File: src/rtl/mna_response_if.sv
// AXI4-Lite response channels (R and B) between the response network adapter
// and the AXI master it serves.
//   rdata/rresp/rvalid/rready : read response channel
//   bresp/bvalid/bready       : write response channel
// The slave modport drives the responses; the master modport accepts them.
interface mna_response_if;
  logic [31:0] rdata;
  logic [1:0]  rresp;
  logic        rvalid;
  logic        rready;
  logic [1:0]  bresp;
  logic        bvalid;
  logic        bready;

  modport master (
    input  rdata, rresp, rvalid, bresp, bvalid,
    output rready, bready
  );

  modport slave (
    output rdata, rresp, rvalid, bresp, bvalid,
    input  rready, bready
  );
endinterface

File: src/rtl/mna_response.sv
// Response-side master network adapter. Collects one response packet
// (header, optional body, tail) from the NoC and presents it to the AXI
// master as an R or B response. Flow control is on/off per virtual channel.
// Only one packet is in flight at a time.
//   clk          clock, rising edge
//   rst_n        asynchronous active-low reset
//   noc_data     flit: [33:32] type (01 hdr, 00 body, 10 tail, 11 illegal), [31:0] payload
//   is_valid     noc_data/noc_vc valid
//   noc_vc       one-hot VC of the incoming flit
//   is_on_off    per-VC accept enable
//   axi          R/B response channels (slave side)
//   err_drop     pulse: flit dropped (illegal or out of sequence)
//   err_timeout  pulse: partial packet aborted after TIMEOUT idle cycles
//
// state     | meaning
// ----------+-----------------------------------------------------------
// IDLE      | no packet open, every VC enabled, waiting for a header
// WAIT_BODY | read header seen, waiting for the data body on locked VC
// WAIT_TAIL | waiting for the tail on locked VC
// RESP_R    | read response presented, waiting for rready
// RESP_B    | write response presented, waiting for bready
module mna_response #(
  parameter int TIMEOUT = 256
) (
  input  logic          clk,
  input  logic          rst_n,
  input  logic [33:0]   noc_data,
  input  logic          is_valid,
  input  logic [7:0]    noc_vc,
  output logic [7:0]    is_on_off,
  mna_response_if.slave axi,
  output logic          err_drop,
  output logic          err_timeout
);

  typedef enum logic [2:0] {
    IDLE      = 3'd0,
    WAIT_BODY = 3'd1,
    WAIT_TAIL = 3'd2,
    RESP_R    = 3'd3,
    RESP_B    = 3'd4
  } state_t;

  localparam logic [1:0] T_BODY = 2'b00;
  localparam logic [1:0] T_HDR  = 2'b01;
  localparam logic [1:0] T_TAIL = 2'b10;

  // Keep at least one bit so TIMEOUT=0 (timeout disabled) still elaborates.
  localparam int CW = (TIMEOUT > 0) ? $clog2(TIMEOUT + 1) : 1;

  state_t          state_q, state_d;
  logic [7:0]      vc_q, vc_d;
  logic            wr_q, wr_d;
  logic [1:0]      resp_q, resp_d;
  logic [31:0]     rdata_q, rdata_d;
  logic [CW-1:0]   cnt_q, cnt_d;
  logic            err_drop_d, err_timeout_d;

  logic            vc_onehot;
  logic            accept;
  logic            waiting;
  logic            expire;
  logic [1:0]      ftype;
  logic [31:0]     payload;

  assign ftype   = noc_data[33:32];
  assign payload = noc_data[31:0];

  always_comb begin
    case (state_q)
      IDLE:                 is_on_off = 8'hFF;
      WAIT_BODY, WAIT_TAIL: is_on_off = vc_q;
      default:              is_on_off = 8'h00;
    endcase
  end

  assign vc_onehot = (noc_vc != 8'd0) && ((noc_vc & (noc_vc - 8'd1)) == 8'd0);
  assign accept    = is_valid && vc_onehot && ((noc_vc & is_on_off) != 8'd0);
  assign waiting   = (state_q == WAIT_BODY) || (state_q == WAIT_TAIL);

  // Expiry happens on the TIMEOUT-th consecutive idle cycle; a flit accepted
  // in that same cycle takes precedence.
  assign expire = (TIMEOUT > 0) && waiting && !accept &&
                  (cnt_q == CW'(TIMEOUT - 1));

  always_comb begin
    state_d       = state_q;
    vc_d          = vc_q;
    wr_d          = wr_q;
    resp_d        = resp_q;
    rdata_d       = rdata_q;
    cnt_d         = '0;
    err_drop_d    = 1'b0;
    err_timeout_d = 1'b0;

    case (state_q)
      IDLE: begin
        if (accept) begin
          if (ftype == T_HDR) begin
            resp_d  = payload[1:0];
            wr_d    = payload[31];
            vc_d    = noc_vc;
            state_d = payload[31] ? WAIT_TAIL : WAIT_BODY;
          end else begin
            err_drop_d = 1'b1;
          end
        end
      end
      WAIT_BODY: begin
        if (accept) begin
          case (ftype)
            T_BODY: begin
              rdata_d = payload;
              state_d = WAIT_TAIL;
            end
            T_TAIL: begin
              // Read packet without data: discard it entirely.
              err_drop_d = 1'b1;
              state_d    = IDLE;
            end
            default: err_drop_d = 1'b1;
          endcase
        end
      end
      WAIT_TAIL: begin
        if (accept) begin
          if (ftype == T_TAIL) begin
            state_d = wr_q ? RESP_B : RESP_R;
          end else begin
            err_drop_d = 1'b1;
          end
        end
      end
      RESP_R: begin
        if (axi.rready) state_d = IDLE;
      end
      RESP_B: begin
        if (axi.bready) state_d = IDLE;
      end
      default: state_d = IDLE;
    endcase

    if (waiting && !accept) begin
      if (expire) begin
        state_d       = IDLE;
        err_timeout_d = 1'b1;
      end else if (TIMEOUT > 0) begin
        cnt_d = cnt_q + CW'(1);
      end
    end

    if (state_d == IDLE) vc_d = 8'h00;
  end

  always_ff @(posedge clk or negedge rst_n) begin
    if (!rst_n) begin
      state_q     <= IDLE;
      vc_q        <= 8'h00;
      wr_q        <= 1'b0;
      resp_q      <= 2'b00;
      rdata_q     <= 32'h0;
      cnt_q       <= '0;
      err_drop    <= 1'b0;
      err_timeout <= 1'b0;
    end else begin
      state_q     <= state_d;
      vc_q        <= vc_d;
      wr_q        <= wr_d;
      resp_q      <= resp_d;
      rdata_q     <= rdata_d;
      cnt_q       <= cnt_d;
      err_drop    <= err_drop_d;
      err_timeout <= err_timeout_d;
    end
  end

  assign axi.rvalid = (state_q == RESP_R);
  assign axi.bvalid = (state_q == RESP_B);
  assign axi.rdata  = rdata_q;
  assign axi.rresp  = resp_q;
  assign axi.bresp  = resp_q;

endmodule
File: src/flat_wrapper.sv
// flat-port wrapper written by rule: the top's interface ports become plain ports
module mna_response_flat 
#(
  parameter int TIMEOUT = 256
)
  (clk, rst_n, noc_data, is_valid, noc_vc, is_on_off, err_drop, err_timeout, axi_rdata, axi_rresp, axi_rvalid, axi_bresp, axi_bvalid, axi_rready, axi_bready);
  mna_response_if axi_i ();
  input  logic clk;
  input  logic rst_n;
  input  logic [33:0] noc_data;
  input  logic is_valid;
  input  logic [7:0] noc_vc;
  output logic [7:0] is_on_off;
  output logic err_drop;
  output logic err_timeout;
  output wire logic [$bits(axi_i.rdata)-1:0] axi_rdata;
  output wire logic [$bits(axi_i.rresp)-1:0] axi_rresp;
  output wire logic [$bits(axi_i.rvalid)-1:0] axi_rvalid;
  output wire logic [$bits(axi_i.bresp)-1:0] axi_bresp;
  output wire logic [$bits(axi_i.bvalid)-1:0] axi_bvalid;
  input wire logic [$bits(axi_i.rready)-1:0] axi_rready;
  input wire logic [$bits(axi_i.bready)-1:0] axi_bready;
  assign axi_rdata = axi_i.rdata;
  assign axi_rresp = axi_i.rresp;
  assign axi_rvalid = axi_i.rvalid;
  assign axi_bresp = axi_i.bresp;
  assign axi_bvalid = axi_i.bvalid;
  assign axi_i.rready = axi_rready;
  assign axi_i.bready = axi_bready;
  mna_response #(.TIMEOUT(TIMEOUT)) u_core (.clk(clk), .rst_n(rst_n), .noc_data(noc_data), .is_valid(is_valid), .noc_vc(noc_vc), .is_on_off(is_on_off), .axi(axi_i), .err_drop(err_drop), .err_timeout(err_timeout));
endmodule
File: config.mk
export PLATFORM = sky130hd
export DESIGN_NAME = mna_response_flat
export DESIGN_NICKNAME = d
export VERILOG_FILES = /design/src/rtl/mna_response_if.sv /design/src/rtl/mna_response.sv /design/src/flat_wrapper.sv
export SDC_FILE = /design/constraint.sdc
export NUM_CORES = 1
export LEC_CHECK = 0
export BUFFER_PORTS_ARGS = -buffer_cell sky130_fd_sc_hd__buf_4
export CORE_ASPECT_RATIO = 0.9
export CORE_UTILIZATION = 52
export CTS_BUF_LIST = sky130_fd_sc_hd__clkbuf_8
export DETAILED_ROUTE_END_ITERATION = 8
export GPL_TIMING_DRIVEN = 1
export HOLD_SLACK_MARGIN = 0.03
export PLACE_DENSITY = 0.82
export REMOVE_ABC_BUFFERS = 1
export SLEW_MARGIN = 30
export SYNTH_ARGS = -nofsm -noshare
export SYNTH_HDL_FRONTEND = slang
export SYNTH_SLANG_ARGS = --single-unit
File: constraint.sdc
create_clock -name clk -period 2.7 [get_ports clk]
set_input_delay 0.27 -clock clk [delete_from_list [all_inputs] [get_ports clk]]
set_output_delay 0.27 -clock clk [all_outputs]
set_load 0.1 [all_outputs]
Yosys cells after proc, flatten, opt, wreduce, memory -nomap -nowiden

Index checks and enable logic that the tools add are counted.

Register bits: 57
Bits in latches: 0
Bits in writable memories: 0
Memory bits (read-only): 0
Input port bits: 47
Memories kept: 0

$add $sub $neg: 2
Multiply operators: 0
Divide/modulo/power cells: 0
Magnitude comparators: 0
Equality and inequality tests: 7
Shift operators: 0
Mux-type cells: 29
Bitwise gates (word level): 2
Reduce and logical (&&, ||, !) cells: 20

Operator list:

| cell                                                               | count |
|---|---|
| 8-bit two-way mux                                                  | 4 |
| 3-bit two-way mux                                                  | 10 |
| 9-bit two-way mux                                                  | 2 |
| 8-bit AND                                                          | 2 |
| 8-bit one-hot mux with 2 select lines                              | 1 |
| 8-bit nonzero test                                                 | 2 |
| 3-bit one-hot mux with 5 select lines                              | 1 |
| 9-bit by 1-bit adder with 9-bit output, second input constant      | 1 |
| 9-bit by 8-bit == test with 1-bit output, second input constant    | 1 |
| 3-bit AND reduction                                                | 3 |
| 8-bit logical NOT                                                  | 1 |
| 1-bit two-way mux                                                  | 8 |
| 8-bit by 1-bit subtractor with 8-bit output, second input constant | 1 |
| 3-bit by 2-bit == test with 1-bit output, second input constant    | 2 |
| 3-bit logical NOT                                                  | 2 |
| 3-bit one-hot mux with 2 select lines                              | 1 |
| 2-bit nonzero test                                                 | 3 |
| 1-bit logical AND                                                  | 5 |
| 3-bit by 1-bit == test with 1-bit output, second input constant    | 1 |
| 3-bit == test, second input constant                               | 1 |
| 1-bit one-hot mux with 3 select lines                              | 1 |
| 2-bit by 1-bit == test with 1-bit output, second input constant    | 1 |
| 2-bit == test, second input constant                               | 1 |
| 2-bit logical NOT                                                  | 1 |
| other kinds (4)                                                    | 4 |

Depth between registers and ports, before layout

Word-level depth: 14
Depth in mapped cells: 10
Gate-level depth less buffers: 8

Worst setup path before layout

Ideal clock, no wire load.

Path kind: flip-flop to flip-flop
From: register u_core.state_q[2]
To: register u_core.vc_q[0]
Data arrival time: 3.976 ns
Required time: 2.600 ns
Path slack: -1.376 ns
Stages on the path, launching flop included: 11
Path buffers: 3
Path through: dfrtp_1 buf_2 or2_0 buf_2 o22ai_1 a22oi_1 and4_1 or4_1 and3_1 buf_6 a311oi_1

Cells in the longest elaborated chain, start to end: 14

Ends and longest elaborated chain:

| what                                                                                                 | line                | text |
|---|---|---|
| start: declaration                                                                                   | mna_response.sv:51  | `state_t state_q, state_d;` |
| start signal: assignment                                                                             | mna_response.sv:166 | `state_q <= state_d;` |
| 3-bit by 2-bit == test with 1-bit output or 3-bit by 1-bit == test with 1-bit output (tied branches) | mna_response.sv:70  | `case (state_q)` |
| 2-bit OR reduction                                                                                   | mna_response.sv:70  |  |
| 8-bit one-hot mux with 2 select lines *                                                              | mna_response.sv:70  |  |
| named net is_on_off[4]                                                                               | flat_wrapper.sv:13  | `output logic [7:0] is_on_off;` |
| 8-bit AND *                                                                                          | mna_response.sv:78  | `assign accept = is_valid && vc_onehot && ((noc_vc & is_on_off) != 8'd0);` |
| 8-bit nonzero test *                                                                                 | mna_response.sv:78  |  |
| 1-bit logical AND *                                                                                  | mna_response.sv:78  |  |
| parallel branches: the longest is 8 deep, another holds 3-bit one-hot mux with 5 select lines        | -                   |  |
| end signal: assignment                                                                               | mna_response.sv:167 | `vc_q <= vc_d;` |
| end: declaration                                                                                     | mna_response.sv:52  | `logic [7:0] vc_q, vc_d;` |

Mark *: on every way through the listed nets, which the timed path passes.
A chain may end at the register's enable or synchronous reset.

Worst setup path in the final report

From: register u_core.state_q[1]
To: register u_core.cnt_q[1]

Cells in the longest elaborated chain, start to end: 11

Ends and longest elaborated chain:

| what                                                                                                 | line                                    | text |
|---|---|---|
| 3-bit by 2-bit == test with 1-bit output or 3-bit by 1-bit == test with 1-bit output (tied branches) | mna_response.sv:70, mna_response.sv:79  |  |
| 2-bit OR reduction                                                                                   | mna_response.sv:70                      |  |
| 8-bit one-hot mux with 2 select lines                                                                | mna_response.sv:70                      |  |
| 8-bit AND                                                                                            | mna_response.sv:78                      |  |
| 8-bit nonzero test                                                                                   | mna_response.sv:78                      |  |
| 1-bit logical AND                                                                                    | mna_response.sv:78                      |  |
| 1-bit logical NOT                                                                                    | mna_response.sv:83, mna_response.sv:143 |  |
| 1-bit logical AND *                                                                                  | mna_response.sv:83, mna_response.sv:143 |  |
| 1-bit logical AND                                                                                    | mna_response.sv:83                      | `assign expire = (TIMEOUT > 0) && waiting && !accept &&` |
| 9-bit two-way mux                                                                                    | mna_response.sv:144                     | `if (expire) begin` |
| 9-bit two-way mux *                                                                                  | mna_response.sv:143                     | `if (waiting && !accept) begin` |
| named net u_core.cnt_d[1]                                                                            | mna_response.sv:56                      | `logic [CW-1:0] cnt_q, cnt_d;` |
| end signal: assignment                                                                               | mna_response.sv:171                     | `cnt_q <= cnt_d;` |
| end: declaration                                                                                     | mna_response.sv:56                      |  |

The timed path passes the listed nets; every way through them passes the cells marked *.

==> reports/results.tsv <==
stage	metric	value	unit
pwr	clkPwrFrac	0.317	
timing	setup_violations	0	
synthesis	synth_cells	230	
pwr	p_per_area	710	nW/um2
synthesis	yosys_warnings	0	
pwr	p_leak	1.94	nW
synthesis	synth_ff_type	dfrtp_1	
critical_path	worst_setup_path_start_kind	flip-flop	
critical_path	reg2reg_to	u_core.cnt_q[1]$_DFF_PN0_	
timing	final.setup.worst_slack	0.140	ns
grt	antenna_found_initial	0	
min_path	hp-start	noc_data[16]	
grt	grt_pass1_wl	11100	um
synthesis	synth_cell_types	45	
cts	numCtsBuffers	9	
critical_path	rrSetupSlack	0.14	ns
critical_path	worst_r2r_startpoint	u_core.state_q[1]$_DFF_PN0_	
status	status	finished clean	
critical_path	crit_arrival	2.80	ns
route	totalWireLength	6790	um
cts	htreeDepth	3	
route	routed_via_density	5.72	
pwr	switching_share	0.385	
placed_design	hpwlAfterDp	4790	um
synthesis	synth_top_area_cell	dfrtp_1	
cts	post_cts.repair.setup_buffers	0	
placed_design	gp_congestion	0.886	
timing	hold_viol_final	0	
route	via_count	2284	
pwr	seqPwrFrac	0.341	
route	dr.pass1.iters	4	
timing	rsz0062_at_grt	no	
grt	gr-total-overflow	0	
timing	skew	0.00733	ns
finish	fin_cells	399	
timing	period_share	0.948	
synthesis	async_reset_ff_frac	1.00	
cts	clock_path_buffers	2	
placed_design	dp_slack	0.0210	ns
synthesis	synth_seq_area_share	0.516	
placed_design	io_buffers	94	
cts	clock_sinks	57	
cts	clk_pin_slew	0.06	ns
pwr	max-vdd-ir-drop	457	uV
floorplanning	fp.dieW	78.9	um
timing	timing.hold.ws	0.169	ns
synthesis	avgSynthCellArea	12.0	um2
cts	cts_tree	built	
finish	layout-drive-gt1-share	0.485	
critical_path	cp_common_cell	nor2_1	
synthesis	synth_edf_count	0	
synthesis	synth_area_leaders	dfrtp_1 (52%), mux2_2 (14%), mux2i_1 (2.9%), nor2_1 (2.7%), a311oi_1 (2.5%)	
finish	final_nets	378	
timing	fin_tns_setup	0	ns
critical_path	critPathMaxFanout	22	
finish	finalInstanceArea	3770	um2
critical_path	timing.critical_path.required	2.94	ns
floorplanning	io_pins	95	
route	post-route-drc-count	0	
timing	tightest_slew	0.717	ns
critical_path	r2r.worst_path.cells	7	
critical_path	crit_chain	nand2_1 > a21oi_1 > a2bb2oi_1 > and4_1 > nor2_1 > or4_1 > nor2_1	
route	wl_per_cell	17.0	um
synthesis	synth.top_cells.by_count	dfrtp_1 (57), mux2_2 (34), nor2_1 (20)	
timing	period_minus_slack	2.56	ns
grt	grt_pass1_vias	2397	
pwr	p_switching	1.03	mW
finish	antenna_cells	0	
min_path	hp-class	in2reg	
grt	grt_max_degree	58	
finish	syn_to_final_growth	36.4	%
floorplanning	start_util	0.555	
cts	root_buffer	clkbuf_8	
placed_design	placedCellCount	383	
pwr	p_comb_frac	0.342	
critical_path	endpoint_kind	flip-flop	
synthesis	synth_area	2770	um2
synthesis	yosysMostFrequentCell	dfrtp_1	
placed_design	placed_area	3540	um2
synthesis	synth.top_cell.area_share	0.516	
route	ant_nets	0	
floorplanning	die_area	5620	um2
critical_path	cpMaxStageDelayCell	or4_1	
pwr	p_int	1.65	mW
timing	drv_slew	0	
floorplanning	core_area	4980	um2
min_path	min_to	u_core.axi.rdata[16]$_DFFE_PN0P_	
floorplanning	die_height	71.2	um
finish	post-route-util	0.757	
critical_path	crit_type	reg2reg	
min_path	hold_path_depth	2	
floorplanning	rows	24	
grt	grt.total_usage	0.263	
timing	max_slew_margin	0.522	
pwr	p_total	2.68	mW
timing	fmaxAchievable	391	MHz
route	drt-initial-drc-count	96	
cts	clock_latency	0.33	ns
flow_run	max-cap-violations	0	
critical_path	cp_slowest_stage_delay	0.63	ns
synthesis	ys_ff_latch	57	
## power by group through the flow
stage | Clock (mW) | Combinational (mW) | Sequential [mW]
finish | 0.849 | 0.916 | 0.913
global route | 0.907 | 0.955 | 0.916
CTS | 0.865 | 0.903 | 0.909
detailed placement | 0 | 0.897 | 0.924
global placement | 0 | 0.887 | 0.923
floorplan | 0 | 0.580 | 0.986
## registers in the layout, indices dropped and copies added, names as in the netlist
register	cells
u_core.axi.rdata	32
u_core.state_q	3
u_core.axi.bresp	2
u_core.cnt_q	9
u_core.vc_q	8
u_core.wr_q	1
u_core.err_drop	1
u_core.err_timeout	1
## area by class of cell
cell class                      instances  area, um2
Clock buffer                           10        138
Sequential cell                        57       1430
Tap cell                               65       81.3
Clock inverter                          5       72.6
Timing Repair Buffer                  103        788
Inverter                                4       15.0
Multi-Input combinational cell        155       1250
Fill cell                             366       1210
## cells in the final DEF, fill, tap and decap left out, types with 2 or more instances in the layout
master     count
nand3_1        3
and4_1         2
dfrtp_1       56
o21ai_0        2
or4_1          2
a311oi_1       8
or3_1          3
o31ai_1        2
buf_4        101
nor2_1        20
clkbuf_8      10
mux2i_1        8
inv_1          6
nand2_1        5
xor2_1         2
nand4_1        4
nor4_1         2
a22oi_1        3
nor2b_1        9
bufinv_16      2
a32o_1         2
and3_2         2
and3_1         2
nand2b_1      10
o22ai_2        2
a21oi_1        2
xnor2_1        4
mux2_2        34
o22ai_1        5
nand3_2        2
## per-layer routing
layer	vias to the layer above	wire (um)	global-route usage
met2	105	3330	0.427
met4	0	214	0.115
met3	20	505	0.0994
met1	1115	2740	0.314
li1	1044	-	-
met5	-	0	0
## critical path, delay by kind of cell (launching register included)
family	cells	cell delay, ns
simple gates	5	1.38
flops	1	0.57
compound gates	2	0.51
## cell families (layout without fill, tap and decap cells)
logic type	count (synthesis)	after routing	share of synthesized area
and+or+nand+nor	71	71	0.145
DFF	57	57	0.516
muxes	42	42	0.167
AOI/OAI and AO/OA	34	34	0.107
buffers and inverters	18	122	0.0380
xor gates and xnor gates	6	6	0.0190
adders and majority gates	2	2	0.00814
## timing repair
action | in CTS | in global routing
resized for setup | 0 | 6
setup endpoints to repair | 0 | 15
hold endpoints to repair | 57 | 0
hold buffers | 1 | 0
## worst max-delay path by stage
stage / start / endpoint / slack, ns
after CTS: u_core.state_q[0]$_DFF_PN0_ / u_core.vc_q[4]$_DFFE_PN0P_ / 0.01
after detailed placement: noc_vc[0] / u_core.vc_q[4]$_DFFE_PN0P_ / 0.02
final: u_core.state_q[1]$_DFF_PN0_ / u_core.cnt_q[1]$_DFF_PN0_ / 0.14
after floorplan: u_core.state_q[2]$_DFF_PN0_ / u_core.axi.rdata[0]$_DFFE_PN0P_ / -1.97
after global placement: noc_vc[0] / u_core.vc_q[4]$_DFFE_PN0P_ / 0.05
after global routing: u_core.state_q[1]$_DFF_PN0_ / u_core.vc_q[5]$_DFFE_PN0P_ / 0.02
(Power assumes the default switching activity.)
